`config.mk`:
```
export PLATFORM = sky130hd
export DESIGN_NAME = mem_access_stage
export DESIGN_NICKNAME = d
export VERILOG_FILES = /design/src/rtl/mem_access_stage.sv
export SDC_FILE = /design/constraint.sdc
export NUM_CORES = 1
export LEC_CHECK = 0
export BUFFER_PORTS_ARGS = -buffer_cell sky130_fd_sc_hd__buf_2
export CAP_MARGIN = 20
export CORE_MARGIN = 2
export CORE_UTILIZATION = 45
export CTS_CLUSTER_SIZE = 16
export DETAILED_ROUTE_END_ITERATION = 16
export PLACE_DENSITY = 0.72
export SLEW_MARGIN = 25
export SYNTH_ARGS = -nofsm -noshare
export SYNTH_HDL_FRONTEND = slang
export SYNTH_SLANG_ARGS = --single-unit
```
`constraint.sdc`:
```
create_clock -name clk -period 2.34 [get_ports clk]
set_input_delay 0.234 -clock clk [delete_from_list [all_inputs] [get_ports clk]]
set_output_delay 0.234 -clock clk [all_outputs]
set_load 0.005 [all_outputs]
```
`src/rtl/mem_access_stage.sv`:
```
`default_nettype none
// ============================================================================
// Module   : mem_access_stage
// Purpose  : M pipeline stage: data-memory handshake, store lanes, load
//            alignment/extension and the W writeback register.
// Revision : 1.0 - initial release
// ============================================================================
module mem_access_stage #(
  parameter int ADDR_W = 14
) (
  input  logic              clk,
  input  logic              rst,
  input  logic              ex_valid,
  input  logic              ex_load,
  input  logic              ex_store,
  input  logic [2:0]        ex_funct3,
  input  logic              ex_wb_en,
  input  logic [4:0]        ex_rd_index,
  input  logic [31:0]       alu_out,
  input  logic [ADDR_W-1:0] dm_addr,
  input  logic [1:0]        remainder,
  input  logic [31:0]       rs2_data_out,
  output logic              dm_req,
  output logic [3:0]        dm_we,
  output logic [ADDR_W-1:0] dm_addr_o,
  output logic [31:0]       dm_wdata,
  input  logic              dm_ready,
  input  logic [31:0]       dm_rdata,
  output logic              mem_stall,
  output logic [31:0]       MEM_forward_data,
  output logic              misalign,
  output logic              wb_en,
  output logic [4:0]        wb_rd_index,
  output logic [31:0]       wb_data
);

  localparam logic [1:0] S_IDLE = 2'd0;
  localparam logic [1:0] S_BUSY = 2'd1;
  localparam logic [1:0] S_DONE = 2'd2;

  logic              m_valid_q, m_load_q, m_store_q, m_wb_en_q;
  logic [2:0]        m_funct3_q;
  logic [4:0]        m_rd_q;
  logic [31:0]       m_alu_q, m_rs2_q;
  logic [ADDR_W-1:0] m_addr_q;
  logic [1:0]        m_rem_q;

  logic [1:0]        state_q, state_d;
  logic [31:0]       ld_q;
  logic              wb_en_q;
  logic [4:0]        wb_rd_q;
  logic [31:0]       wb_data_q;

  logic              memop, aligned, req, stall;
  logic [3:0]        we_lane;
  logic [31:0]       wdata_lane, rdata_shift, ld_ext;

  assign memop = m_valid_q & (m_load_q | m_store_q);

  always_comb begin
    aligned = 1'b1;
    case (m_funct3_q[1:0])
      2'b00:   aligned = 1'b1;
      2'b01:   aligned = (m_rem_q != 2'd3);
      default: aligned = (m_rem_q == 2'd0);
    endcase
  end

  // M register: the whole EXE bundle freezes while this stage stalls
  always_ff @(posedge clk or negedge rst) begin
    if (!rst) begin
      m_valid_q  <= 1'b0;
      m_load_q   <= 1'b0;
      m_store_q  <= 1'b0;
      m_wb_en_q  <= 1'b0;
      m_funct3_q <= 3'd0;
      m_rd_q     <= 5'd0;
      m_alu_q    <= 32'd0;
      m_rs2_q    <= 32'd0;
      m_addr_q   <= '0;
      m_rem_q    <= 2'd0;
    end else if (!stall) begin
      m_valid_q  <= ex_valid;
      m_load_q   <= ex_load;
      m_store_q  <= ex_store;
      m_wb_en_q  <= ex_wb_en;
      m_funct3_q <= ex_funct3;
      m_rd_q     <= ex_rd_index;
      m_alu_q    <= alu_out;
      m_rs2_q    <= rs2_data_out;
      m_addr_q   <= dm_addr;
      m_rem_q    <= remainder;
    end
  end

  always_ff @(posedge clk or negedge rst) begin
    if (!rst) begin
      state_q <= S_IDLE;
    end else begin
      state_q <= state_d;
    end
  end

  always_comb begin
    state_d = state_q;
    case (state_q)
      S_IDLE: begin
        if (req) begin
          state_d = dm_ready ? S_DONE : S_BUSY;
        end
      end
      S_BUSY: begin
        if (dm_ready) begin
          state_d = S_DONE;
        end
      end
      S_DONE:  state_d = S_IDLE;
      default: state_d = S_IDLE;
    endcase
  end

  always_comb begin
    req   = 1'b0;
    stall = 1'b0;
    case (state_q)
      S_IDLE: begin
        req   = memop & aligned;
        stall = memop & aligned;
      end
      S_BUSY: begin
        req   = 1'b1;
        stall = 1'b1;
      end
      default: begin
        req   = 1'b0;
        stall = 1'b0;
      end
    endcase
  end

  always_comb begin
    we_lane    = 4'b1111;
    wdata_lane = m_rs2_q;
    case (m_funct3_q[1:0])
      2'b00: begin
        we_lane    = 4'b0001 << m_rem_q;
        wdata_lane = {4{m_rs2_q[7:0]}};
      end
      2'b01: begin
        we_lane    = 4'b0011 << m_rem_q;
        wdata_lane = {2{m_rs2_q[15:0]}};
      end
      default: begin
        we_lane    = 4'b1111;
        wdata_lane = m_rs2_q;
      end
    endcase
  end

  assign rdata_shift = dm_rdata >> {m_rem_q, 3'b000};

  always_comb begin
    ld_ext = dm_rdata;
    case (m_funct3_q)
      3'b000:  ld_ext = {{24{rdata_shift[7]}}, rdata_shift[7:0]};
      3'b001:  ld_ext = {{16{rdata_shift[15]}}, rdata_shift[15:0]};
      3'b100:  ld_ext = {24'd0, rdata_shift[7:0]};
      3'b101:  ld_ext = {16'd0, rdata_shift[15:0]};
      default: ld_ext = dm_rdata;
    endcase
  end

  // rdata is only valid on the accepting cycle, so grab it there
  always_ff @(posedge clk or negedge rst) begin
    if (!rst) begin
      ld_q <= 32'd0;
    end else if (req && dm_ready) begin
      ld_q <= ld_ext;
    end
  end

  always_ff @(posedge clk or negedge rst) begin
    if (!rst) begin
      wb_en_q   <= 1'b0;
      wb_rd_q   <= 5'd0;
      wb_data_q <= 32'd0;
    end else if (!stall) begin
      wb_en_q   <= m_valid_q & m_wb_en_q & ~misalign;
      wb_rd_q   <= m_rd_q;
      wb_data_q <= m_load_q ? ld_q : m_alu_q;
    end
  end

  assign dm_req           = req;
  assign dm_we            = (req && m_store_q) ? we_lane : 4'b0000;
  assign dm_addr_o        = m_addr_q;
  assign dm_wdata         = wdata_lane;
  assign mem_stall        = stall;
  assign misalign         = memop & ~aligned;
  assign MEM_forward_data = m_alu_q;
  assign wb_en            = wb_en_q;
  assign wb_rd_index      = wb_rd_q;
  assign wb_data          = wb_data_q;

endmodule
`default_nettype wire

```
==> impl_results.md <==
- Status: completed
- Total CTS buffers: 17
- FP Rows: 47
- Total GRT Usage: between 20% and 30%
- Yosys warns: 0
- Max Root-Sink Buffers: 2
- Post-Route WL: slightly above 20000 um
- Chip height: around 130 um
- PD cells: 1710 nW/um^2
- Most common cell in the synthesized netlist: dfrtp_1
- Final net count: between 900 and 1000
- RSZ-0062 raised after global routing: no
- Port buffer count: ~250
- Post-synth top cells: dfrtp_1, mux2_2, a21oi_1, mux2i_1, nor3_1
- Post-synth EDFFs: 0
- Die Area: between 15000 and 20000 sq um
- Worst skew pair latency: approximately 0.42 ns
- DRC Markers: 0
- Flop-to-flop setup slack: slightly below 0.3 ns
- Tmin final: between 2 and 2.5 ns
- Fraction of layout cells with a size suffix above 1: between 40% and 50%
- First-pass GRT wire length: between 30000 and 40000 um
- Cells after synthesis: 636
- Worst hold path type: in2reg
- Async SR Flop Fraction: 100%
- Initial Utilization: 46.1%
- Vias: approximately 6000
- Synth-to-layout area growth: 26.5%
- Setup crit end kind: primary output
- Final Hold Viols: 0
- CTS tree: done
- Worst Clk Skew: 0.0101 ns
- Final Core Density: approximately three fifths
- Gr ovfl total: 0
- Crit share post-route: 96.1%
- Worst-Margin Slew: between 0.6 and 0.7 ns
- Startpoint Class: register
- Vias/cell: around 5.5
- Drt initial violations: 331
- Initial antenna violation count: 4
- Worst relative slew slack: between 50% and 60%
- Share of the synthesized area in the top cell type: between 50% and 60%
- Post-DRT Antenna Nets: 0
- Critical path type: reg2out
- Pre-antenna DRT Iters: 7
- Routed WL per cell: 18.7 um
- Leakage power: approximately 4.6 nW
- Final GP Congestion: about 0.80
- Vias in the first global route: just over 6000
- Count of cell types in the netlist: between 40 and 50
- Synth Area per Inst: 12.1 sq um
- Sequential element share of the synthesized area: roughly 54%
- Critical Path AT: between 2 and 2.5 ns
- Root Buffer: clkbuf_16
- Syn_nets: ~760
- Setup violations, final: 0
- Core footprint: about 17000 sq um
- Boundary pin count: 250
- Clock transition at the registers of the reported paths: 0.06 ns
- H-tree Lvls: 4
- Post-synth top area cell: dfrtp_1
- Crit Path Max Fanout: 27
- Worst EP required: roughly 2.1 ns
- Fill count: approximately 1400
- Max Slew Vio Count: 0
- Post-Syn Area: 7670 sq um
- Die X: ~130 um
- Fin Setup TNS: 0 ns
- Clock Sinks: 164
- Peak supply drop: approximately 1.2 mV
- Pin count of the biggest net entering global routing: 65
- Most common flop cell mapped by yosys: dfrtp_1
- Max_cap viols: 0
- Synth Register Bits: 164
- F_max: approximately 0.44 GHz
- Synth top area cells: dfrtp_1, mux2_2, mux2i_1
- DP HPWL: about 14000 um
==> power by group <==
part | leakage, nW | internal, W | switching [W]
clock network | 0.268 | 0.00163 | 0.00110
registers | 1.90 | 0.00439 | 0.00106
logic | 2.39 | 0.00415 | 0.00422
==> per-stage QoR <==
step	total power, W	instance area, sq um	hold slack, ns	worst slack [ns]	instances
detailed placement	0.0137	9050	0.276	0.296	1065
CTS	0.0165	9650	0.0139	0.0252	1099
global route	0.0177	9700	0.0190	0.00231	1101
floorplan	0.0112	7670	-0.0616	0.531	636
finish	0.0166	9700	0.0331	0.0918	1102
global placement	0.0135	9050	0.277	0.352	1065
==> kinds of logic after synthesis <==
kind of cell | count (synthesis) | share of synthesized area, %
AND/OR/NAND/NOR | 85 | 5.33
buffers and inverters | 69 | 5.20
multiplexers | 171 | 24.3
flip-flops | 164 | 53.5
AO/OA/AOI/OAI | 147 | 11.6
==> worst max-delay path: stages, from the launching register on <==
cell	delay, ns
dfrtp_2	0.46
o21ai_4	0.19
a31o_2	0.22
nand2b_4	0.13
buf_16	0.20
nor3b_2	0.24
buf_2	0.16
==> layout by cell type, fill, tap and decap left out, types with 2 or more instances in the layout <==
cell type,n
buf_2,248
dfrtp_1,160
mux2_2,107
a21oi_1,61
mux2i_1,57
nor3_1,32
o21ai_0,30
nand2_1,26
clkbuf_16,18
a31oi_1,17
buf_4,14
nor2_1,11
inv_1,9
a22oi_1,7
o22ai_1,7
mux2_1,6
o221ai_1,6
a2bb2oi_1,6
clkbuf_1,6
nand2b_1,5
dfrtp_2,4
clkinvlp_4,3
buf_12,3
diode_2,2
nor2b_1,2
a31oi_4,2
clkbuf_8,2
bufinv_16,2
dlygate4sd3_1,2
buf_6,2
==> final timing paths <==
path                                          from                               end  depth (start not counted)
setup / recovery            m_rem_q[0]$_DFFE_PN0P_                          dm_we[0]                          6
hold / removal                    rs2_data_out[27]           m_rs2_q[27]$_DFFE_PN0P_                          2
setup reg to reg            m_rem_q[0]$_DFFE_PN0P_              ld_q[19]$_DFFE_PN0P_                          7
hold reg to reg            m_rs2_q[27]$_DFFE_PN0P_           m_rs2_q[27]$_DFFE_PN0P_                          1
max in group asynchronous                      rst           m_rs2_q[28]$_DFFE_PN0P_                          3
min in group asynchronous                      rst  MEM_forward_data[20]$_DFFE_PN0P_                          2
==> metal layers <==
layer  part of all wire, %  up-vias  GRT usage (%)  routed length (um)
met5                  0.15        -              0                  30
met4                   2.0        4           7.43                 403
met3                   8.3       32           7.39                1710
met2                    47      272           36.4                9740
met1                    42     2941           29.3                8690
li1                      -     2776              -                   -
==> sequential cells by signal (all words and copies together), names as in the netlist, 2 cells and up <==
name	flops
wb_data	32
state_q	2
dm_addr_o	14
m_rem_q	2
wb_rd_index	5
m_funct3_q	3
m_rd_q	5
m_rs2_q	32
MEM_forward_data	32
ld_q	32
==> timing repair <==
action,in CTS,in global routing
resized for setup,1,6
cloned,0,1
hold buffers,2,0
buffers inserted,0,0
setup endpoints to repair,1,2
endpoints found under the hold margin,62,0
==> final cells by class <==
type                    count  area [sq um]  share of cell area (%)
diodes                      2          5.00                  0.0516
clock buffers              25           475                    4.90
clock inverters             7          96.3                   0.993
inverters                  10          40.0                   0.413
multi-input cells         403          3200                    33.0
flip-flops and latches    164          4110                    42.3
well taps                 220           275                    2.84
repair buffers            271          1500                    15.5
(Power assumes the default switching activity.)
